## config.mk

```make
export PLATFORM = sky130hd
export DESIGN_NAME = syscall_input_responder
export DESIGN_NICKNAME = d
export VERILOG_FILES = /design/src/rtl/syscall_input_responder.sv
export SDC_FILE = /design/constraint.sdc
export NUM_CORES = 1
export LEC_CHECK = 0
export CAP_MARGIN = 10
export CORE_MARGIN = 3
export CORE_UTILIZATION = 45
export DETAILED_ROUTE_END_ITERATION = 8
export PLACE_DENSITY = 0.64
export SETUP_SLACK_MARGIN = 0.5
export SLEW_MARGIN = 10
export SYNTH_ARGS = -nofsm -noshare
export SYNTH_HDL_FRONTEND = slang
export SYNTH_SLANG_ARGS = --single-unit
```

## constraint.sdc

```tcl
create_clock -name clk -period 6.91 [get_ports clk]
set_input_delay 1.382 -clock clk [delete_from_list [all_inputs] [get_ports clk]]
set_output_delay 1.382 -clock clk [all_outputs]
set_load 0.1 [all_outputs]
```

## src/rtl/syscall_input_responder.sv

```systemverilog
// Input-side MIPS syscall service (read_int v0=5, read_char v0=12): byte FIFO, parser FSM, $v0 writeback.
// Optional build macro SYSCALL_ECHO_EN adds simulation echo of results and a serviced-syscall counter.
`timescale 1ns/1ps

module syscall_input_responder #(
   parameter int unsigned BUF_DEPTH = 16,
   parameter int unsigned V0_REG    = 2
) (
   input  logic        clk,
   input  logic        rst_b,
   input  logic        syscall_control,
   input  logic [31:0] v0,
   input  logic        in_valid,
   input  logic [7:0]  in_data,
   output logic        in_ready,
   output logic        stall,
   output logic        wb_en,
   output logic [4:0]  wb_addr,
   output logic [31:0] wb_data,
   output logic        busy
);

   localparam int unsigned ADDR_W = $clog2(BUF_DEPTH);
   localparam int unsigned PTR_W  = ADDR_W + 1;

   localparam logic [31:0] CODE_READ_INT  = 32'd5;
   localparam logic [31:0] CODE_READ_CHAR = 32'd12;

   localparam logic [7:0] ASCII_SPACE = 8'h20;
   localparam logic [7:0] ASCII_LF    = 8'h0A;
   localparam logic [7:0] ASCII_MINUS = 8'h2D;
   localparam logic [7:0] ASCII_ZERO  = 8'h30;
   localparam logic [7:0] ASCII_NINE  = 8'h39;

   typedef enum logic [2:0] {
      IDLE   = 3'd0,
      SKIP   = 3'd1,
      DIGITS = 3'd2,
      CHAR   = 3'd3,
      WB     = 3'd4
   } state_t;

   // ---------------------------------------------------------------
   // Input byte FIFO; extra pointer bit distinguishes full from empty
   // ---------------------------------------------------------------
   logic [7:0]       mem [BUF_DEPTH];
   logic [PTR_W-1:0] wr_ptr;
   logic [PTR_W-1:0] rd_ptr;
   logic             full;
   logic             empty;
   logic             push;
   logic             pop;
   logic [7:0]       pop_byte;

   assign full     = (wr_ptr[PTR_W-1] != rd_ptr[PTR_W-1]) &&
                     (wr_ptr[ADDR_W-1:0] == rd_ptr[ADDR_W-1:0]);
   assign empty    = (wr_ptr == rd_ptr);
   assign push     = in_valid && !full;
   assign pop_byte = mem[rd_ptr[ADDR_W-1:0]];
   assign in_ready = !full;

   always_ff @(posedge clk or negedge rst_b) begin
      if (!rst_b) begin
         wr_ptr <= '0;
         rd_ptr <= '0;
      end else begin
         if (push) wr_ptr <= wr_ptr + PTR_W'(1);
         if (pop)  rd_ptr <= rd_ptr + PTR_W'(1);
      end
   end

   always_ff @(posedge clk) begin
      if (push) mem[wr_ptr[ADDR_W-1:0]] <= in_data;
   end

   // ---------------------------------------------------------------
   // Syscall decode and parser FSM
   // ---------------------------------------------------------------
   state_t      state;
   state_t      state_nxt;
   logic [31:0] acc;
   logic [31:0] acc_nxt;
   logic        neg;
   logic        neg_nxt;
   logic [31:0] result_nxt;
   logic        trigger;
   logic        is_ws;
   logic        is_digit;
   logic [31:0] digit;

   assign trigger  = syscall_control && (state == IDLE) &&
                     ((v0 == CODE_READ_INT) || (v0 == CODE_READ_CHAR));
   assign stall    = trigger | busy;
   assign is_ws    = (pop_byte == ASCII_SPACE) || (pop_byte == ASCII_LF);
   assign is_digit = (pop_byte >= ASCII_ZERO) && (pop_byte <= ASCII_NINE);
   assign digit    = {28'd0, pop_byte[3:0]};
   assign wb_addr  = 5'(V0_REG);

   always_ff @(posedge clk or negedge rst_b) begin
      if (!rst_b) begin
         state <= IDLE;
         acc   <= '0;
         neg   <= 1'b0;
      end else begin
         state <= state_nxt;
         acc   <= acc_nxt;
         neg   <= neg_nxt;
      end
   end

   always_comb begin
      state_nxt  = state;
      acc_nxt    = acc;
      neg_nxt    = neg;
      pop        = 1'b0;
      result_nxt = '0;
      case (state)
         IDLE: begin
            if (trigger) begin
               acc_nxt   = '0;
               neg_nxt   = 1'b0;
               state_nxt = (v0 == CODE_READ_CHAR) ? CHAR : SKIP;
            end
         end
         SKIP: begin
            if (!empty) begin
               pop = 1'b1;
               if (is_ws) begin
                  state_nxt = SKIP;
               end else if (pop_byte == ASCII_MINUS) begin
                  neg_nxt   = 1'b1;
                  state_nxt = DIGITS;
               end else if (is_digit) begin
                  acc_nxt   = digit;
                  state_nxt = DIGITS;
               end else begin
                  result_nxt = '0;
                  state_nxt  = WB;
               end
            end
         end
         DIGITS: begin
            if (!empty) begin
               pop = 1'b1;
               if (is_digit) begin
                  acc_nxt = (acc * 32'd10) + digit;
               end else begin
                  // terminator consumed; a lone '-' leaves acc=0 so the result is 0
                  result_nxt = neg ? (~acc + 32'd1) : acc;
                  state_nxt  = WB;
               end
            end
         end
         CHAR: begin
            if (!empty) begin
               pop        = 1'b1;
               result_nxt = {24'd0, pop_byte};
               state_nxt  = WB;
            end
         end
         WB: begin
            state_nxt = IDLE;
         end
         default: begin
            state_nxt = IDLE;
         end
      endcase
   end

   // Registered writeback port; wb_data only changes when a result is produced
   always_ff @(posedge clk or negedge rst_b) begin
      if (!rst_b) begin
         wb_en   <= 1'b0;
         wb_data <= '0;
         busy    <= 1'b0;
      end else begin
         wb_en <= (state_nxt == WB);
         busy  <= (state_nxt != IDLE);
         if (state_nxt == WB) wb_data <= result_nxt;
      end
   end

`ifdef SYSCALL_ECHO_EN
   localparam logic [31:0] CODE_EXIT = 32'd10;

   logic        echo_char;
   logic        exit_seen;
   int unsigned svc_count;

   // Simulation echo of each serviced syscall and a count reported at exit
   always_ff @(posedge clk or negedge rst_b) begin
      if (!rst_b) begin
         echo_char <= 1'b0;
         exit_seen <= 1'b0;
         svc_count <= 0;
      end else begin
         if (trigger) echo_char <= (v0 == CODE_READ_CHAR);
         if (wb_en) begin
            svc_count <= svc_count + 1;
            if (echo_char) $display("read_char -> %c", wb_data[7:0]);
            else           $display("read_int -> %d", $signed(wb_data));
         end
         exit_seen <= syscall_control && (v0 == CODE_EXIT);
         if (syscall_control && (v0 == CODE_EXIT) && !exit_seen)
            $display("input syscalls serviced: %0d", svc_count);
      end
   end
`endif

endmodule
```

; ---- Word level (Yosys, flattened, before mapping)
; Memory sizes are Yosys's and may differ from the RTL's.
; Index checks and enable logic that the tools add are counted.
[word_totals]
regBits = 80
ramBits = 128
input_bits = 44
output_inout_bits = 41
wordCells = 85
memories = 1
[op_classes]
addsub = 4
multipliers = 1
magnitude_cmp = 2
eq_ne = 20
mux = 32
n_bitwise = 2
n_reduce_logical = 15
[mem_list]
columns = name, words, width, rd, rd_clocked_by_memory_dff, wr, line_no
row1 = mem, 16, 8, 1, 0, 1, 46  ; logic [7:0] mem [BUF_DEPTH];
[op_table]
columns = cell, count
row1 = $mux W32, 10
row2 = $pmux W32 S3, 1
row3 = $pmux W32 S2, 1
row4 = $add A32 B1 Y32 const B, 1
row5 = $add A32 B4 Y32, 1
row6 = $eq A32 B3 Y1 const B, 1
row7 = $eq A32 B4 Y1 const B, 1
row8 = $mul A32 B3 Y31 const B, 1
row9 = $not A32 Y32, 1
row10 = $mux W3, 8
row11 = $eq A8 B6 Y1 const B, 2
row12 = $ne A2 B2 Y1 const B, 8
row13 = $pmux W3 S4, 1
row14 = $add A5 B1 Y5 const B, 2
row15 = $eq A8 B4 Y1 const B, 1
row16 = $ge A8 B6 Y1 const B, 1
row17 = $le A8 B6 Y1 const B, 1
row18 = $mux W1, 8
row19 = $mux W8, 1
row20 = $reduce_and A8 Y1, 1
row21 = $eq A3 B2 Y1 const B, 2
row22 = $reduce_bool A3 Y1, 2
row23 = $eq A5 B5 Y1, 1
row24 = $logic_and A1 B1 Y1, 5
row25 = 13 further kinds, 14

; ---- Depth between registers and ports, before layout
; Gate-level depths: netlist of run 1.
; An unclocked memory read counts as a cell.
[depth]
word_depth = 9
mapped_depth = 15
ltp_nobuf = 13

; ---- Least setup slack after synthesis of run 1
; Ideal clock, no wire load.
[synth_timing]
path_kind = register to register
from = reg rd_ptr[0]
to = reg acc[26]
arrival_ns = 4.246
setup_slack_ns = 2.595
stages_incl_launch_ff = 14
path_cell_list = dfrtp_1 buf_4 mux4_2 mux4_2 ha_1 a21o_1 a21oi_1 nor2_1 nand3_1 or2_1 nor4_1 nand4_1 or4b_1 nand3_1
[synth_via]
elab_chain_cells = 5
word_cells_on_any_way = 20
cone_classes = add/sub (1) / order compare (2) / eq/ne (10) / mux (3) / reduce/logical (3) / memory (1)
[synth_rtl]
columns = item, line_no
row1 = "start, declared", 48  ; logic [PTR_W-1:0] rd_ptr;
row2 = "start signal, assigned", 68  ; if (pop) rd_ptr <= rd_ptr + PTR_W'(1);
row3 = $mem_v2 Z16 W8, n/a
row4 = $add A32 B4 Y32 (tied with other cells), 146  ; acc_nxt = (acc * 32'd10) + digit;
row5 = $mux W32 (tied with other cells), 145  ; if (is_digit) begin
row6 = $mux W32 or $ne A2 B2 Y1 (tied branches), n/a
row7 = $pmux W32 S3 or $reduce_and A8 Y1 (tied branches), n/a
row8 = "end signal, assigned", 106  ; acc <= acc_nxt;
row9 = "end, declared", 81  ; logic [31:0] acc;
; Parallel ways exist; a longest one is shown, timed or not. The select of a mux whose other input is x is not followed.
; A chain may end at the register's enable or synchronous reset.

; ---- Final worst setup path of run 1
[layout_timing]
from = in v0[9]
to = out stall
[layout_via]
elab_chain_cells = 4
word_cells_on_any_way = 5
cone_classes = eq/ne (2) / bitwise (1) / reduce/logical (2)
[layout_rtl]
columns = item, line_no
row1 = "start, declared", 12  ; input logic [31:0] v0,
row2 = $eq A32 B3 Y1 or $eq A32 B4 Y1 (tied branches), 92  ; ((v0 == CODE_READ_INT) || (v0 == CODE_READ_CHAR));
row3 = $logic_or A1 B1 Y1 *, 92
row4 = $logic_and A1 B1 Y1 *, 91  ; assign trigger = syscall_control && (state == IDLE) &&
row5 = $or A1 B1 Y1 *, 93  ; assign stall = trigger | busy;
row6 = "end, declared", 16  ; output logic stall,
; Mark *: on every way between the ends. The rest lies on a longest branch, timed or not.

==> results of run 1 <==
cells by family (layout without fill, tap and decap cells):
group | after synthesis | count (layout) | synth area share [%]
mux | 47 | 47 | 8.042
fa+ha+maj | 66 | 66 | 7.215
other cells | 2 | 5 | 0.06444
flops | 208 | 208 | 50.16
xor+xnor | 85 | 85 | 6.388
compound gates | 223 | 223 | 12.55
simple gates | 302 | 302 | 13.12
buf+inv | 63 | 141 | 2.459
through the flow:
| step | total power, mW | instances | hold WS [ns] | util [%] |
|---|---|---|---|---|
| 2_1_floorplan | 1.620 | 999 | 0.4619 | - |
| 3_3_place_gp | 1.724 | 1369 | 0.4623 | 50.16 |
| 3_5_place_dp | 1.729 | 1369 | 0.4698 | 50.16 |
| 4_1_cts | 2.820 | 1407 | 0.4836 | 52.79 |
| 5_1_grt | 2.907 | 1407 | 0.5073 | 52.79 |
| 6_report | 2.802 | 1407 | 0.4759 | 52.79 |
path summary, 6_finish.rpt:
check / endpoint / slack, ns
setup / recovery: stall / 1.46
hold / removal: wb_data[30]$_DFFE_PN0N_ / 0.48
setup reg to reg: acc[29]$_DFFE_PN0P_ / 1.76
hold reg to reg: wb_data[30]$_DFFE_PN0N_ / 0.48
max in group asynchronous: rd_ptr[0]$_DFFE_PN0P_ / 5.09
min in group asynchronous: wb_data[28]$_DFFE_PN0N_ / 0.88
state kept, by name, summed over array words and instances, names as in the netlist:
| register | flops |
|---|---|
| mem | 128 |
| acc | 32 |
| wb_data | 32 |
| rd_ptr | 5 |
| wr_ptr | 5 |
| state | 3 |
| busy | 1 |
| neg | 1 |
| wb_en | 1 |
metal layers:
metal | vias up | GRT usage, % | part of all wire, % | wire length [um]
li1 | 3904 | - | - | -
met1 | 4058 | 29.73 | 48 | 13140
met2 | 232 | 30.52 | 46 | 12530
met3 | 25 | 3.014 | 5.8 | 1602
met4 | 0 | 2.296 | 0.96 | 263
met5 | - | 0 | 0 | 0
cells in the mapped netlist, types with 15 or more instances:
cell type / n / share of area, %
xor2_1: 51 / 3.8
nand4_1: 17 / 0.91
edfxtp_1: 128 / 33
ha_1: 64 / 6.9
nand3_1: 20 / 0.86
o21ai_0: 57 / 2.4
o211ai_1: 16 / 1.0
clkbuf_1: 24 / 0.77
dfrtp_1: 80 / 17
a21oi_1: 38 / 1.6
nand2_1: 103 / 3.3
nor4_1: 15 / 0.81
xnor2_1: 34 / 2.6
o21ai_1: 32 / 1.4
and2_1: 23 / 1.2
mux4_2: 37 / 7.2
nor2_1: 47 / 1.5
power breakdown:
group | switching (mW) | leakage [nW] | internal [mW] | total (mW)
Clock | 0.473 | 0.315 | 0.625 | 1.10
Sequential | 0.0370 | 2.13 | 1.42 | 1.45
Combinational | 0.161 | 2.57 | 0.0912 | 0.252
Total | 0.671 | 5.01 | 2.13 | 2.80
placed cells by master, fill, tap and decap left out, types with 11 or more instances in the layout:
cell             synthesis  routed
a21oi_1                 38      38
and2_1                  23      23
clkbuf_16                0      22
clkdlybuf4s50_1          0      78
dfrtp_1                 80      79
edfxtp_1               128     128
ha_1                    64      64
inv_1                   14      14
mux4_2                  37      37
nand2_1                103     103
nand3_1                 20      20
nand4_1                 17      17
nor2_1                  47      47
nor3_1                  11      11
nor4_1                  15      15
o211ai_1                16      16
o21ai_0                 57      57
o21ai_1                 32      32
or3_1                   13      13
xnor2_1                 34      34
xor2_1                  51      51
final cells by class:
| type | instances | area [um2] | share of cell area (%) |
|---|---|---|---|
| Sequential cell | 208 | 5847 | 43.73 |
| Multi-Input combinational cell | 728 | 5533 | 41.39 |
| Timing Repair Buffer | 88 | 855.8 | 6.401 |
| Clock buffer | 27 | 569.3 | 4.258 |
| Tap cell | 330 | 412.9 | 3.088 |
| Clock inverter | 11 | 95.09 | 0.7113 |
| Inverter | 15 | 56.30 | 0.4212 |
worst max-delay path, cell delays in order:
cell             delay (ns)
clkdlybuf4s50_1        0.40
nor4b_1                0.32
nand4_1                0.14
nor3_1                 0.49
or2_2                  0.21
clkdlybuf4s50_1        1.13
==> run_results.csv, run 1 <==
group,metric,value,unit
status,status,"finished, final reports clean",
timing,maxSlewHeadroom,19.45,%
timing,maxSlewViolCount,0,
clocking,cts_made_buffers,22,
setup_path,cp-end-kind,"primary output",
grt,grt_max_degree,43,
layout,fin_area,13370,um2
setup_path,reg2reg_from,"rd_ptr[0]$_DFFE_PN0P_",
yosys,synthesis.area,11650,um2
setup_path,arrival,4.07,ns
placed_design,post-dp-hpwl,19880,um
timing,fmax,183.5,MHz
timing,fin_crit,5.450,ns
grt,grtUsageTotal,19.45,%
clocking,cts_sinks,208,
setup_path,start_kind,"primary input",
placed_design,post-place-ws,1.477,ns
timing,skew,0.01749,ns
clocking,clk_latency,0.51,ns
grt,antenna_found_initial,0,
clocking,clk_pin_slew,0.06,ns
power,powerDensity,209.6,nW/um2
drt,viasPerCell,5.842,
power,ir_drop,0.1949,mV
clocking,cts_resized,0,
yosys,synth.distinct_cells,78,
layout,diodes,0,
timing,setup_violations,0,
drt,postRouteAntennaNets,0,
grt,grt_overflow,0,
yosys,synth_cells,996,
yosys,yosys_warnings,0,
layout,finalNetCount,1173,
setup_path,startpoint,"v0[9]",
yosys,synth-async-reset-ratio,38.46,%
power,p_leak,5.007,nW
clocking,postCtsSetupRepairBufs,0,
grt,grt_pass1_vias,8015,
clocking,cts_tree,"done",
clocking,root_buffer,"clkbuf_16",
floorplanning,die_w,166.9,um
timing,fin_crit_sh,78.88,%
timing,setup_slack,1.460,ns
setup_path,worst-path-max-fanout,6,
floorplanning,rows,58,
timing,worst_pin_slew,1.205,ns
yosys,synth_edf_count,128,
drt,drt_pass1_iterations,5,
floorplanning,dieHeight,166.9,um
worst_hold_path,hold_start,"wb_data[30]$_DFFE_PN0N_",
clocking,clockBufferDepth,3,
floorplanning,core-area,25330,um2
worst_hold_path,hold_path.class,"reg -> reg",
drt,routed_wl,27540,um
clocking,postCtsHoldBufs,0,
run,max-cap-violations,0,
worst_hold_path,holdPathStages,2,
yosys,yosysSeqAreaShare,50.16,%
yosys,synth_flop_cell,"edfxtp_1",
layout,nFillCells,2183,
yosys,ys_ff_latch,208,
placed_design,globalplace.congestion,0.8303,
setup_path,crit_required,5.53,ns
grt,grt_pass1_wl,44190,um
setup_path,criticalPathCategory,"in -> out",
drt,drc,0,
floorplanning,initial_core_util,46.01,%
timing,hold_violations,0,
placed_design,dpl-instance-area,12700,um2
placed_design,portBuffers,79,
clocking,cts_max_level,1,
floorplanning,die_area,27860,um2
timing,tns,0,ns
layout,layout-drive-gt1-share,9.006,%
layout,area_growth,14.72,%
timing,rsz0062_at_grt,"no",
yosys,syn_area_per_cell,11.70,um2
setup_path,r2r_cells,12,
floorplanning,io_pins,85,
drt,num_vias,8219,
drt,post_drt_wl_per_cell,19.57,um
drt,drtIter0Drc,815,
Power figures use the tool's default switching activity.
==> run 2: changes to the inputs <==
Clock period 6.91 ns to 5.15 ns, I/O delays scaled along.
==> run_results.csv, run 2 (synthesis gave the netlist of run 1 again) <==
group,metric,value,unit
status,status,"finished, final reports clean",
layout,layout-drive-gt1-share,10.64,%
placed_design,globalplace.congestion,0.8808,
drt,postRouteAntennaNets,0,
grt,grt_max_degree,42,
setup_path,critical_path.slowest_cell,"mux4_2",
drt,drt_pass1_iterations,6,
timing,maxSlewHeadroom,22.21,%
layout,finalNetCount,1184,
drt,viasPerCell,5.849,
timing,fin_crit,4.375,ns
drt,drc,0,
layout,area_growth,15.60,%
setup_path,start_kind,"register",
setup_path,worst-path-max-fanout,12,
clocking,clk_latency,0.50,ns
floorplanning,io_pins,85,
timing,rsz0062_at_grt,"yes",
power,p_leak,5.083,nW
power,finalPower,3.794,mW
power,switching_power,0.9285,mW
clocking,cts_made_buffers,22,
floorplanning,die_w,166.9,um
clocking,cts_tree,"done",
timing,fin_crit_sh,84.95,%
placed_design,portBuffers,79,
timing,skew,0.01945,ns
clocking,cts_sinks,208,
power,swShare,24.47,%
layout,final_core_util,53.19,%
setup_path,crit_required,5.58,ns
power,powerDensity,281.6,nW/um2
timing,maxSlewViolCount,0,
timing,hold_violations,0,
drt,routed_wl,28250,um
power,ir_drop,0.3114,mV
floorplanning,die_area,27860,um2
floorplanning,rows,58,
timing,worst_pin_slew,1.167,ns
drt,num_vias,8305,
setup_path,critical_path.max_stage_delay,0.61,ns
floorplanning,initial_core_util,46.01,%
floorplanning,core-area,25330,um2
grt,grt_pass1_wl,44660,um
worst_hold_path,hold_path.class,"reg -> reg",
clocking,root_buffer,"clkbuf_16",
setup_path,arrival,4.80,ns
setup_path,worst-path-buf-inv,1,
grt,grtUsageTotal,19.86,%
setup_path,path_cells,"mux4_2, mux4_2, ha_1, a21o_1, a21oi_1, nor2_1, nand3_1, or2_1, nor4_1, buf_4, nand4_1, or4b_1, nand3_1",
power,p_int,2.865,mW
timing,tns,0,ns
power,p_seq_share,51.4,%
setup_path,cp-end-kind,"register",
timing,fmax,228.6,MHz
grt,antenna_found_initial,0,
layout,layout_common_cells,"edfxtp_1, nand2_1, dfrtp_1",
grt,grt_pass1_vias,8003,
power,clkPwrFrac,39.3,%
clocking,cts_max_level,1,
power,p_comb_share,9.3,%
setup_path,criticalPathCategory,"reg -> reg",
run,max-cap-violations,0,
clocking,clk_pin_slew,0.06,ns
grt,grt_overflow,0,
drt,drtIter0Drc,680,
drt,post_drt_wl_per_cell,19.90,um
layout,diodes,0,
layout,nFillCells,2221,
floorplanning,dieHeight,166.9,um
layout,largest_register_ffs,128,
setup_path,cpLargestDelayFamily,"simple AND/OR/NAND/NOR gates",
timing,setup_violations,0,
clocking,clockBufferDepth,3,
placed_design,post-dp-hpwl,20470,um
layout,layout_commonest_cell,"edfxtp_1",
==> run 2: what timing repair did <==
item | in CTS | in global routing
gates resized for setup | 0 | 3
setup buffers | 0 | 4
setup endpoints to repair | 0 | 9
hold buffers | 0 | 0
==> run 2: final cells by class <==
| type | count | area [um2] | share of cell area, % |
|---|---|---|---|
| Sequential cell | 208 | 5851 | 43.43 |
| Multi-Input combinational cell | 728 | 5538 | 41.11 |
| Clock inverter | 12 | 76.32 | 0.5665 |
| Inverter | 15 | 56.30 | 0.4179 |
| Tap cell | 330 | 412.9 | 3.065 |
| Timing Repair Buffer | 99 | 933.4 | 6.929 |
| Clock buffer | 28 | 604.3 | 4.486 |
==> run 2: worst paths after layout <==
path / start / end / slack [ns] / depth (start not counted)
setup / recovery: rd_ptr[0]$_DFFE_PN0P_ / acc[26]$_DFFE_PN0P_ / 0.78 / 13
hold / removal: wb_data[27]$_DFFE_PN0N_ / wb_data[27]$_DFFE_PN0N_ / 0.49 / 2
setup reg to reg: rd_ptr[0]$_DFFE_PN0P_ / acc[26]$_DFFE_PN0P_ / 0.78 / 13
hold reg to reg: wb_data[27]$_DFFE_PN0N_ / wb_data[27]$_DFFE_PN0N_ / 0.49 / 2
max in group asynchronous: rst_b / rd_ptr[0]$_DFFE_PN0P_ / 3.66 / 2
min in group asynchronous: rst_b / wb_data[30]$_DFFE_PN0N_ / 0.51 / 1
==> run 2: through the flow <==
| stage | std cells | worst slack [ns] | hold WS (ns) | cell area, um2 |
|---|---|---|---|---|
| 6_report | 1420 | 0.7751 | 0.4865 | 13470 |
| 5_1_grt | 1420 | 0.4683 | 0.5175 | 13470 |
| 4_1_cts | 1416 | 0.5360 | 0.4888 | 13430 |
| 3_5_place_dp | 1376 | 0.5632 | 0.4742 | 12750 |
| 3_3_place_gp | 1376 | 0.5770 | 0.4630 | 12750 |
| 2_1_floorplan | 999 | 0.8350 | 0.4619 | 11660 |
==> run 2: power groups by stage <==
| stage | registers [mW] | logic [mW] | clock network, mW |
|---|---|---|---|
| 6_report | 1.95 | 0.355 | 1.49 |
| 5_1_grt | 1.96 | 0.384 | 1.59 |
| 4_1_cts | 1.95 | 0.356 | 1.52 |
| 3_5_place_dp | 1.98 | 0.354 | 0 |
| 3_3_place_gp | 1.98 | 0.350 | 0 |
| 2_1_floorplan | 1.96 | 0.214 | 0 |
==> run 2: per-layer routing <==
metal / routed length (um) / vias up / global-route usage (%)
li1: - / 3941 / -
met1: 13200 / 4082 / 29.65
met2: 13060 / 257 / 31.37
met3: 1615 / 25 / 3.371
met4: 374 / 0 / 3.121
met5: 0 / - / 0
==> run 2: worst min-delay path: cells and delay by family, from the launching register on <==
kind | cells | cell delay, ns
AO/OA/AOI/OAI | 1 | 0.06
AND/OR/NAND/NOR | 1 | 0.05
flip-flops | 1 | 0.35
==> run 3: changes to the inputs <==
Settings changed: PLACE_DENSITY 0.64 to 0.66.
Clock period 5.15 ns to 4 ns, I/O delays scaled along.
==> run_results.csv, run 3 (synthesis gave the netlist of run 1 again) <==
group,metric,value,unit
placed_design,post-place-cells,1420,
timing,rsz0062_at_grt,"yes",
drt,viasPerCell,5.818,
placed_design,post-place-ws,0.02348,ns
layout,area_growth,26.37,%
layout,largest_register_ffs,128,
run,max-cap-violations,0,
floorplanning,core-area,25330,um2
drt,postRouteAntennaNets,0,
grt,grt_max_degree,69,
power,p_leak,5.623,nW
layout,final_cells,1496,
clocking,clockBufferDepth,3,
layout,layout-drive-gt1-share,23.93,%
layout,layout_commonest_cell,"edfxtp_1",
setup_path,critical_path.max_stage_delay,0.54,ns
placed_design,dpl-instance-area,13260,um2
floorplanning,die_w,166.9,um
power,powerDensity,347.8,nW/um2
setup_path,criticalPathCategory,"reg -> reg",
clocking,postCtsHoldBufs,0,
layout,finalNetCount,1261,
timing,skew,0.01592,ns
setup_path,worst_path_most_repeated_cell,"mux4_2",
grt,grt_overflow,0,
drt,num_vias,8703,
drt,drc,0,
setup_path,path_cells,"buf_6, mux4_2, mux4_2, ha_4, a21o_1, a21oi_2, nor2_2, nand3_2, or2_4, nor4_4, nand4_1, buf_4, or4_1, nand3_1",
timing,hold_ws,0.4170,ns
setup_path,critical_path.slowest_cell,"mux4_2",
timing,hold_violations,0,
timing,setup_violations,0,
clocking,clk_latency,0.50,ns
timing,fin_crit,3.887,ns
grt,grt_pass1_wl,47350,um
grt,grt_pass1_vias,8709,
clocking,cts_tree,"done",
clocking,cts_made_buffers,22,
timing,maxSlewHeadroom,27.49,%
drt,routed_wl,29760,um
status,status,"finished, final reports clean",
setup_path,worst-path-buf-inv,2,
drt,drtIter0Drc,781,
layout,diodes,0,
setup_path,cpLargestDelayFamily,"simple AND/OR/NAND/NOR gates",
floorplanning,io_pins,85,
grt,antenna_found_initial,0,
clocking,cts_max_level,1,
layout,fin_area,14730,um2
clocking,root_buffer,"clkbuf_16",
timing,worst_pin_slew,1.084,ns
layout,nFillCells,2064,
setup_path,crit_required,4.44,ns
floorplanning,rows,58,
placed_design,post-dp-hpwl,20990,um
floorplanning,initial_core_util,46.01,%
floorplanning,die_area,27860,um2
clocking,clk_pin_slew,0.07,ns
drt,post_drt_wl_per_cell,19.89,um
worst_hold_path,hold_path.class,"in -> async",
placed_design,globalplace.congestion,0.8800,
floorplanning,dieHeight,166.9,um
setup_path,arrival,4.32,ns
setup_path,start_kind,"register",
timing,fin_crit_sh,97.18,%
timing,maxSlewViolCount,0,
drt,drt_pass1_iterations,5,
setup_path,worst-path-max-fanout,4,
grt,grtUsageTotal,20.91,%
clocking,cts_sinks,208,
power,ir_drop,0.3836,mV
timing,fmax,257.2,MHz
setup_path,cp-end-kind,"register",
layout,layout_common_cells,"edfxtp_1, nand2_1, buf_4",
timing,tns,0,ns
placed_design,portBuffers,79,
timing,setup_slack,0.1127,ns
[run 3: cell types whose count changed in the layout (fill, tap and decap cells not counted), moves of 6 or more]
| cell | delta |
|---|---|
| dfrtp_2 | +12 |
| buf_4 | +64 |
| a21oi_2 | +11 |
| a21oi_1 | -11 |
| o21ai_0 | -6 |
| ha_2 | +11 |
| dfrtp_1 | -11 |
| buf_12 | +6 |
| ha_1 | -18 |
| buf_6 | +6 |
| ha_4 | +7 |
[run 3: worst paths after layout]
check / from / to / slack [ns] / cells after the start
worst max register to register: rd_ptr[0]$_DFFE_PN0P_ / acc[24]$_DFFE_PN0P_ / 0.11 / 14
worst max-delay path: rd_ptr[0]$_DFFE_PN0P_ / acc[24]$_DFFE_PN0P_ / 0.11 / 14
min in group clk: wb_data[12]$_DFFE_PN0N_ / wb_data[12]$_DFFE_PN0N_ / 0.48 / 2
max in group asynchronous: rst_b / acc[8]$_DFFE_PN0P_ / 2.79 / 2
worst min register to register: wb_data[12]$_DFFE_PN0N_ / wb_data[12]$_DFFE_PN0N_ / 0.48 / 2
worst min-delay path: rst_b / wb_data[23]$_DFFE_PN0N_ / 0.42 / 1
[run 3: report_power, final]
part	switching, mW	total, mW	internal, mW
clock network	0.839	2.15	1.31
logic	0.290	0.462	0.172
registers	0.0689	2.51	2.44
[run 3: repair_timing]
action                     in CTS  in global routing
setup buffers                  25                 11
setup endpoints to repair      20                 56
cloned                          0                  1
pin swaps                      34                 25
resized for setup              61                 36
[run 3: metrics by stage]
step	utilization, %	power, mW
floorplan	-	2.802
global placement	52.37	2.989
detailed placement	52.37	3.002
CTS	57.15	5.152
global route	58.15	5.312
finish	58.15	5.122
[run 3: area by class of cell]
cell class / count / area, um2 / share of cell area [%]
timing repair buffer: 176 / 1627 / 11.05
clock buffer: 25 / 583.1 / 3.959
inverter: 15 / 56.30 / 0.3823
tap: 330 / 412.9 / 2.804
clock inverter: 14 / 177.7 / 1.206
multi-input combinational: 728 / 6008 / 40.80
sequential: 208 / 5862 / 39.80
[run 3: routing by layer]
metal | vias to the layer above | part of all wire, % | routed length [um] | global-route usage [%]
met5 | - | 0 | 0 | 0
met4 | 0 | 2.0 | 608 | 3.694
met3 | 42 | 5.8 | 1713 | 3.394
met2 | 267 | 47 | 14120 | 34.52
met1 | 4316 | 45 | 13320 | 29.80
li1 | 4078 | - | - | -
